<file path="src/rtl/sdpram_arbiter_if.sv">
// Bundle of write/read client and RAM port signals for sdpram_arbiter.
`timescale 1ns/1ps
interface sdpram_arbiter_if #(
   parameter int DP = 512,
   parameter int DW = 8,
   parameter int AW = $clog2(DP)
);
   logic          w0_req;
   logic [AW-1:0] w0_addr;
   logic [DW-1:0] w0_data;
   logic          w0_gnt;
   logic          w1_req;
   logic [AW-1:0] w1_addr;
   logic [DW-1:0] w1_data;
   logic          w1_gnt;
   logic          rd_req;
   logic [AW-1:0] rd_addr;
   logic          rd_gnt;
   logic          rd_valid;
   logic [DW-1:0] rd_data;
   logic          rd_ready;
   logic          ram_cea;
   logic [AW-1:0] ram_addra;
   logic [DW-1:0] ram_dina;
   logic          ram_ceb;
   logic [AW-1:0] ram_addrb;
   logic [DW-1:0] ram_doutb;

   // clients plus the RAM instance
   modport master (
      output w0_req, w0_addr, w0_data,
      output w1_req, w1_addr, w1_data,
      output rd_req, rd_addr, rd_ready,
      output ram_doutb,
      input  w0_gnt, w1_gnt, rd_gnt,
      input  rd_valid, rd_data,
      input  ram_cea, ram_addra, ram_dina,
      input  ram_ceb, ram_addrb
   );

   // the arbiter itself
   modport slave (
      input  w0_req, w0_addr, w0_data,
      input  w1_req, w1_addr, w1_data,
      input  rd_req, rd_addr, rd_ready,
      input  ram_doutb,
      output w0_gnt, w1_gnt, rd_gnt,
      output rd_valid, rd_data,
      output ram_cea, ram_addra, ram_dina,
      output ram_ceb, ram_addrb
   );
endinterface

</file>
<file path="src/rtl/sdpram_arbiter.sv">
// Round-robin two-port write arbiter plus one-deep read response slot for an
// SDP RAM. Optional same-address read bypass: SDPRAM_ARB_RAW_BYPASS_EN.
`timescale 1ns/1ps
module sdpram_arbiter #(
   parameter int DP = 512,
   parameter int DW = 8,
   parameter int AW = $clog2(DP)
) (
   input logic             clk,
   input logic             rst,
   sdpram_arbiter_if.slave bus
);
   logic          last;
   logic          g0;
   logic          g1;
   logic          wr_en;
   logic [AW-1:0] wr_addr;
   logic [DW-1:0] wr_data;
   logic          rd_gnt;
   logic          rd_valid;

   // grants are held low during reset so no write lands on a reset edge
   always_comb begin
      g0 = 1'b0;
      g1 = 1'b0;
      if (!rst) begin
         unique case ({bus.w0_req, bus.w1_req})
            2'b10: g0 = 1'b1;
            2'b01: g1 = 1'b1;
            2'b11: begin
               g0 = last;
               g1 = !last;
            end
            default: ;
         endcase
      end
   end

   always_ff @(posedge clk or posedge rst) begin
      if (rst) begin
         last <= 1'b1;
      end else if (g0 | g1) begin
         last <= g1;
      end
   end

   assign wr_en   = g0 | g1;
   assign wr_addr = g1 ? bus.w1_addr : bus.w0_addr;
   assign wr_data = g1 ? bus.w1_data : bus.w0_data;

   assign bus.w0_gnt    = g0;
   assign bus.w1_gnt    = g1;
   assign bus.ram_cea   = wr_en;
   assign bus.ram_addra = wr_addr;
   assign bus.ram_dina  = wr_data;

   assign rd_gnt = !rst & bus.rd_req & (!rd_valid | bus.rd_ready);

   always_ff @(posedge clk or posedge rst) begin
      if (rst) begin
         rd_valid <= 1'b0;
      end else if (rd_gnt) begin
         rd_valid <= 1'b1;
      end else if (bus.rd_ready) begin
         rd_valid <= 1'b0;
      end
   end

   assign bus.rd_gnt    = rd_gnt;
   assign bus.rd_valid  = rd_valid;
   assign bus.ram_ceb   = rd_gnt;
   assign bus.ram_addrb = bus.rd_addr;

`ifdef SDPRAM_ARB_RAW_BYPASS_EN
   logic          hit;
   logic [DW-1:0] byp_data;

   // captured write stays paired with its response until the slot reloads
   always_ff @(posedge clk or posedge rst) begin
      if (rst) begin
         hit      <= 1'b0;
         byp_data <= '0;
      end else if (rd_gnt) begin
         hit      <= wr_en && (wr_addr == bus.rd_addr);
         byp_data <= wr_data;
      end
   end

   assign bus.rd_data = hit ? byp_data : bus.ram_doutb;
`else
   assign bus.rd_data = bus.ram_doutb;
`endif
endmodule

</file>
<file path="src/flat_wrapper.sv">
// flat-port wrapper written by rule: the top's interface ports become plain ports
module sdpram_arbiter_flat 
#(
   parameter int DP = 512,
   parameter int DW = 8,
   parameter int AW = $clog2(DP)
)
  (clk, rst, bus_w0_req, bus_w0_addr, bus_w0_data, bus_w1_req, bus_w1_addr, bus_w1_data, bus_rd_req, bus_rd_addr, bus_rd_ready, bus_ram_doutb, bus_w0_gnt, bus_w1_gnt, bus_rd_gnt, bus_rd_valid, bus_rd_data, bus_ram_cea, bus_ram_addra, bus_ram_dina, bus_ram_ceb, bus_ram_addrb);
  sdpram_arbiter_if #(.DP(DP), .DW(DW), .AW(AW)) bus_i ();
  input logic clk;
  input logic rst;
  input wire logic [$bits(bus_i.w0_req)-1:0] bus_w0_req;
  input wire logic [$bits(bus_i.w0_addr)-1:0] bus_w0_addr;
  input wire logic [$bits(bus_i.w0_data)-1:0] bus_w0_data;
  input wire logic [$bits(bus_i.w1_req)-1:0] bus_w1_req;
  input wire logic [$bits(bus_i.w1_addr)-1:0] bus_w1_addr;
  input wire logic [$bits(bus_i.w1_data)-1:0] bus_w1_data;
  input wire logic [$bits(bus_i.rd_req)-1:0] bus_rd_req;
  input wire logic [$bits(bus_i.rd_addr)-1:0] bus_rd_addr;
  input wire logic [$bits(bus_i.rd_ready)-1:0] bus_rd_ready;
  input wire logic [$bits(bus_i.ram_doutb)-1:0] bus_ram_doutb;
  output wire logic [$bits(bus_i.w0_gnt)-1:0] bus_w0_gnt;
  output wire logic [$bits(bus_i.w1_gnt)-1:0] bus_w1_gnt;
  output wire logic [$bits(bus_i.rd_gnt)-1:0] bus_rd_gnt;
  output wire logic [$bits(bus_i.rd_valid)-1:0] bus_rd_valid;
  output wire logic [$bits(bus_i.rd_data)-1:0] bus_rd_data;
  output wire logic [$bits(bus_i.ram_cea)-1:0] bus_ram_cea;
  output wire logic [$bits(bus_i.ram_addra)-1:0] bus_ram_addra;
  output wire logic [$bits(bus_i.ram_dina)-1:0] bus_ram_dina;
  output wire logic [$bits(bus_i.ram_ceb)-1:0] bus_ram_ceb;
  output wire logic [$bits(bus_i.ram_addrb)-1:0] bus_ram_addrb;
  assign bus_i.w0_req = bus_w0_req;
  assign bus_i.w0_addr = bus_w0_addr;
  assign bus_i.w0_data = bus_w0_data;
  assign bus_i.w1_req = bus_w1_req;
  assign bus_i.w1_addr = bus_w1_addr;
  assign bus_i.w1_data = bus_w1_data;
  assign bus_i.rd_req = bus_rd_req;
  assign bus_i.rd_addr = bus_rd_addr;
  assign bus_i.rd_ready = bus_rd_ready;
  assign bus_i.ram_doutb = bus_ram_doutb;
  assign bus_w0_gnt = bus_i.w0_gnt;
  assign bus_w1_gnt = bus_i.w1_gnt;
  assign bus_rd_gnt = bus_i.rd_gnt;
  assign bus_rd_valid = bus_i.rd_valid;
  assign bus_rd_data = bus_i.rd_data;
  assign bus_ram_cea = bus_i.ram_cea;
  assign bus_ram_addra = bus_i.ram_addra;
  assign bus_ram_dina = bus_i.ram_dina;
  assign bus_ram_ceb = bus_i.ram_ceb;
  assign bus_ram_addrb = bus_i.ram_addrb;
  sdpram_arbiter #(.DP(DP), .DW(DW), .AW(AW)) u_core (.clk(clk), .rst(rst), .bus(bus_i));
endmodule
</file>
<file path="config.mk">
export PLATFORM = sky130hd
export DESIGN_NAME = sdpram_arbiter_flat
export DESIGN_NICKNAME = d
export VERILOG_FILES = /design/src/rtl/sdpram_arbiter_if.sv /design/src/rtl/sdpram_arbiter.sv /design/src/flat_wrapper.sv
export SDC_FILE = /design/constraint.sdc
export NUM_CORES = 1
export LEC_CHECK = 0
export CORE_MARGIN = 4
export CORE_UTILIZATION = 21
export DETAILED_ROUTE_END_ITERATION = 10
export GPL_TIMING_DRIVEN = 0
export PLACE_DENSITY = 0.85
export SETUP_SLACK_MARGIN = 0.05
export SKIP_LAST_GASP = 1
export SLEW_MARGIN = 10
export SYNTH_ARGS = -nofsm -noshare
export SYNTH_HDL_FRONTEND = slang
export SYNTH_SLANG_ARGS = --single-unit
</file>
<file path="constraint.sdc">
create_clock -name clk -period 3.5 [get_ports clk]
set_input_delay 0.875 -clock clk [delete_from_list [all_inputs] [get_ports clk]]
set_output_delay 0.875 -clock clk [all_outputs]
set_load 0.01 [all_outputs]
</file>
==> metrics.md <==
| Metric | Value |
|---|---|
| Register bit total from synthesis | 2 |
| Reg clk slew, reported paths | 30 ps |
| Slew HR | 0.867 |
| Clock sinks | 2 |
| P&R area growth vs syn | 162% |
| Final #Nets | 196 |
| Final hold vios | 0 |
| Die ar. | 0.00332 sq mm |
| Sequential fraction of the synthesis area | 0.0993 |
| CP Launch Type | input port |
| Vias in the first global route | 763 |
| Maximum buffer depth of the clock tree | 2 |
| Worst slack at placement | -147 ps |
| Register area | 51.3 sq um |
| Core Footprint | 0.00228 sq mm |
| Synth top area share | 0.262 |
| Via density | 4.13 |
| Setup TNS Final | 0 ps |
| DRT iter0 DRCs | 6 |
| Final core utilization | 0.595 |
| Post-synthesis adder-cell area fraction | 0 |
| Worst EP arrival | 2400 ps |
| Min-delay worst type | reg -> reg |
| Critical path required time | 2620 ps |
| Synth Area in Simple Gates | 0.0533 |
| Worst hold slack | 519 ps |
| Tcrit/Tclk final | 0.937 |
| DRT Pass-1 Iters | 2 |
| Clock skew | 0 ps |
| Multiplexer share of the synthesized area | 0.436 |
| # H-tree levels | 1 |
| Top post-synthesis cells by area | buf_4 26%, mux2_4 26%, mux2_2 17%, dfstp_2 5.1%, dfrtp_1 4.8% |
| Area of the multi-input gates | 280 sq um |
| Antenna-violating nets left | 0 |
| Initial Utilization | 0.227 |
| Maximum clock rate | 0.305 GHz |
| Hpwl dp | 2.22 mm |
| Clk root buf | clkbuf_4 |
| Antenna violations before repair | 0 |
| Setup crit end kind | output port |
| Worst-margin pin slew | 199 ps |
| # diodes | 0 |
| Die height | 57.6 um |
| Total power | 262 uW |
| Leakage | 0.671 nW |
| Post-synthesis cell area | 517 sq um |
| Die X | 57.6 um |
| XOR/XNOR share of the synthesized area | 0 |
| DR vias | 685 |
| Status | finished, final reports clean |
| Clock Latency Late Sink | 230 ps |
| Mapped Avg Cell Area | 9.40 sq um |
| Cell taking the most area after synthesis | buf_4 |
| Crit Path Class | in -> out |
| Wire length per cell | 14.7 um |
| Ys Warns | 0 |
| Main combinational cell family by area after synthesis | multiplexers |
| Final Critical Period | 3280 ps |
| Max cap viols | 0 |
| Share of post-route cells with drive strength above 1 | 0.297 |
| Synth Area in Compound Gates | 0.0533 |
| Num rows | 17 |
| Pwr/cell area | 194 mW/mm^2 |
| Fill count | 210 |
| Gr usage total | 0.141 |
| CTS tree | yes |
| IO Count | 97 |
| RSZ-0062 raised after global routing | false |
| Cells after Synth | 55 |
| CP Max Fanout | 10 |
| Total CTS buffers | 3 |
| Fin. max-slew vios | 0 |
| Syn nets | 112 |
| First-pass GRT wire length | 3.60 mm |
| Setup Viol. Count Final | 0 |
| Hold buffers post-CTS | 0 |
| Yosys cell types | 14 |
| Placer Congestion | 0.724 |
| Remaining routing DRC violations | 0 |
| DRT Wirelength | 2.43 mm |
| VDD IR max | 0.134 mV |
| Largest net degree at the start of global routing | 11 |
| Post-CTS Setup Bufs | 0 |
| Setup WS post-layout | 222 ps |
| GRT Residual Overflow | 0 |
| PortBufs | 79 |
worst paths after layout:
kind                                         start                         endpoint  slack [ps]  cells after the start
hold / removal             u_core.last$_DFFE_PP1P_          u_core.last$_DFFE_PP1P_         520                      2
setup / recovery                        bus_w0_req                  bus_ram_dina[1]         220                      6
max in group asynchronous                      rst          u_core.last$_DFFE_PP1P_        2690                      2
setup reg to reg           u_core.last$_DFFE_PP1P_          u_core.last$_DFFE_PP1P_        2750                      2
hold reg to reg            u_core.last$_DFFE_PP1P_          u_core.last$_DFFE_PP1P_         520                      2
min in group asynchronous                      rst  u_core.bus.rd_valid$_DFFE_PP0P_         590                      2
sequential cells by signal, summed over array words and instances, names as in the netlist:
register,flops
u_core.bus.rd_valid,1
u_core.last,1
critical path, stage by stage:
cell             delay (ps)
clkdlybuf4s50_1         500
a21o_1                  140
buf_6                   140
buf_12                  150
mux2_4                  300
dlygate4sd2_1           290
logic make-up (layout without fill, tap and decap cells):
kind of cell | after synthesis | count (layout)
AND/OR/NAND/NOR | 6 | 6
buffers and inverters | 25 | 108
multiplexers | 17 | 17
flip-flops | 2 | 2
AO/OA/AOI/OAI | 5 | 5
layout by cell type (no fill, tap or decap), types with 2 or more instances in the layout:
cell             count
dlygate4sd2_1       17
mux2_4               9
o21ai_0              2
nand2_1              2
mux2_2               8
nand2b_1             2
buf_4               18
clkbuf_4             3
a21oi_1              2
nor2_1               2
inv_1                5
dlymetal6s2s_1       3
clkdlybuf4s50_1     59
metal layers:
layer / track usage / share of wire / up-vias
met3: 0.0475 / 0.11 / 2
met4: 0.0497 / 0.0070 / 0
li1: - / - / 328
met5: 0 / 0 / -
met2: 0.281 / 0.59 / 54
met1: 0.130 / 0.29 / 301
cells in the mapped netlist:
cell type	instances
buf_4	18
mux2_4	9
mux2_2	8
inv_1	5
a21oi_1	2
nand2_1	2
nand2b_1	2
nor2_1	2
o21ai_0	2
a21o_1	1
buf_12	1
buf_6	1
dfrtp_1	1
dfstp_2	1
timing repair:
action | 4_1_cts | 5_1_grt
gates resized for setup | 17 | 3
gates cloned | 0 | 0
pin swaps | 0 | 0
endpoints found under the setup margin | 17 | 10
final cells by class:
| type | count | area share |
|---|---|---|
| clock buffers | 4 | 0.0194 |
| flip-flops and latches | 2 | 0.0379 |
| well taps | 28 | 0.0259 |
| repair buffers | 79 | 0.573 |
| multi-input cells | 28 | 0.207 |
| plain buffers | 20 | 0.123 |
| inverters | 5 | 0.0139 |
report_power, final:
group,internal [mW],switching (mW),total [mW],leakage [nW]
Clock,0.0424,0.0146,0.0570,0.0150
Sequential,0.0284,0.00349,0.0319,0.0226
Combinational,0.119,0.0549,0.173,0.634
Total,0.189,0.0730,0.262,0.671
stage by stage:
| step | instances | instance area (sq um) |
|---|---|---|
| CTS | 166 | 1350 |
| floorplan | 55 | 517 |
| detailed placement | 162 | 1340 |
| global route | 166 | 1360 |
| finish | 166 | 1360 |
| global placement | 162 | 1340 |
(Power assumes the default switching activity.)
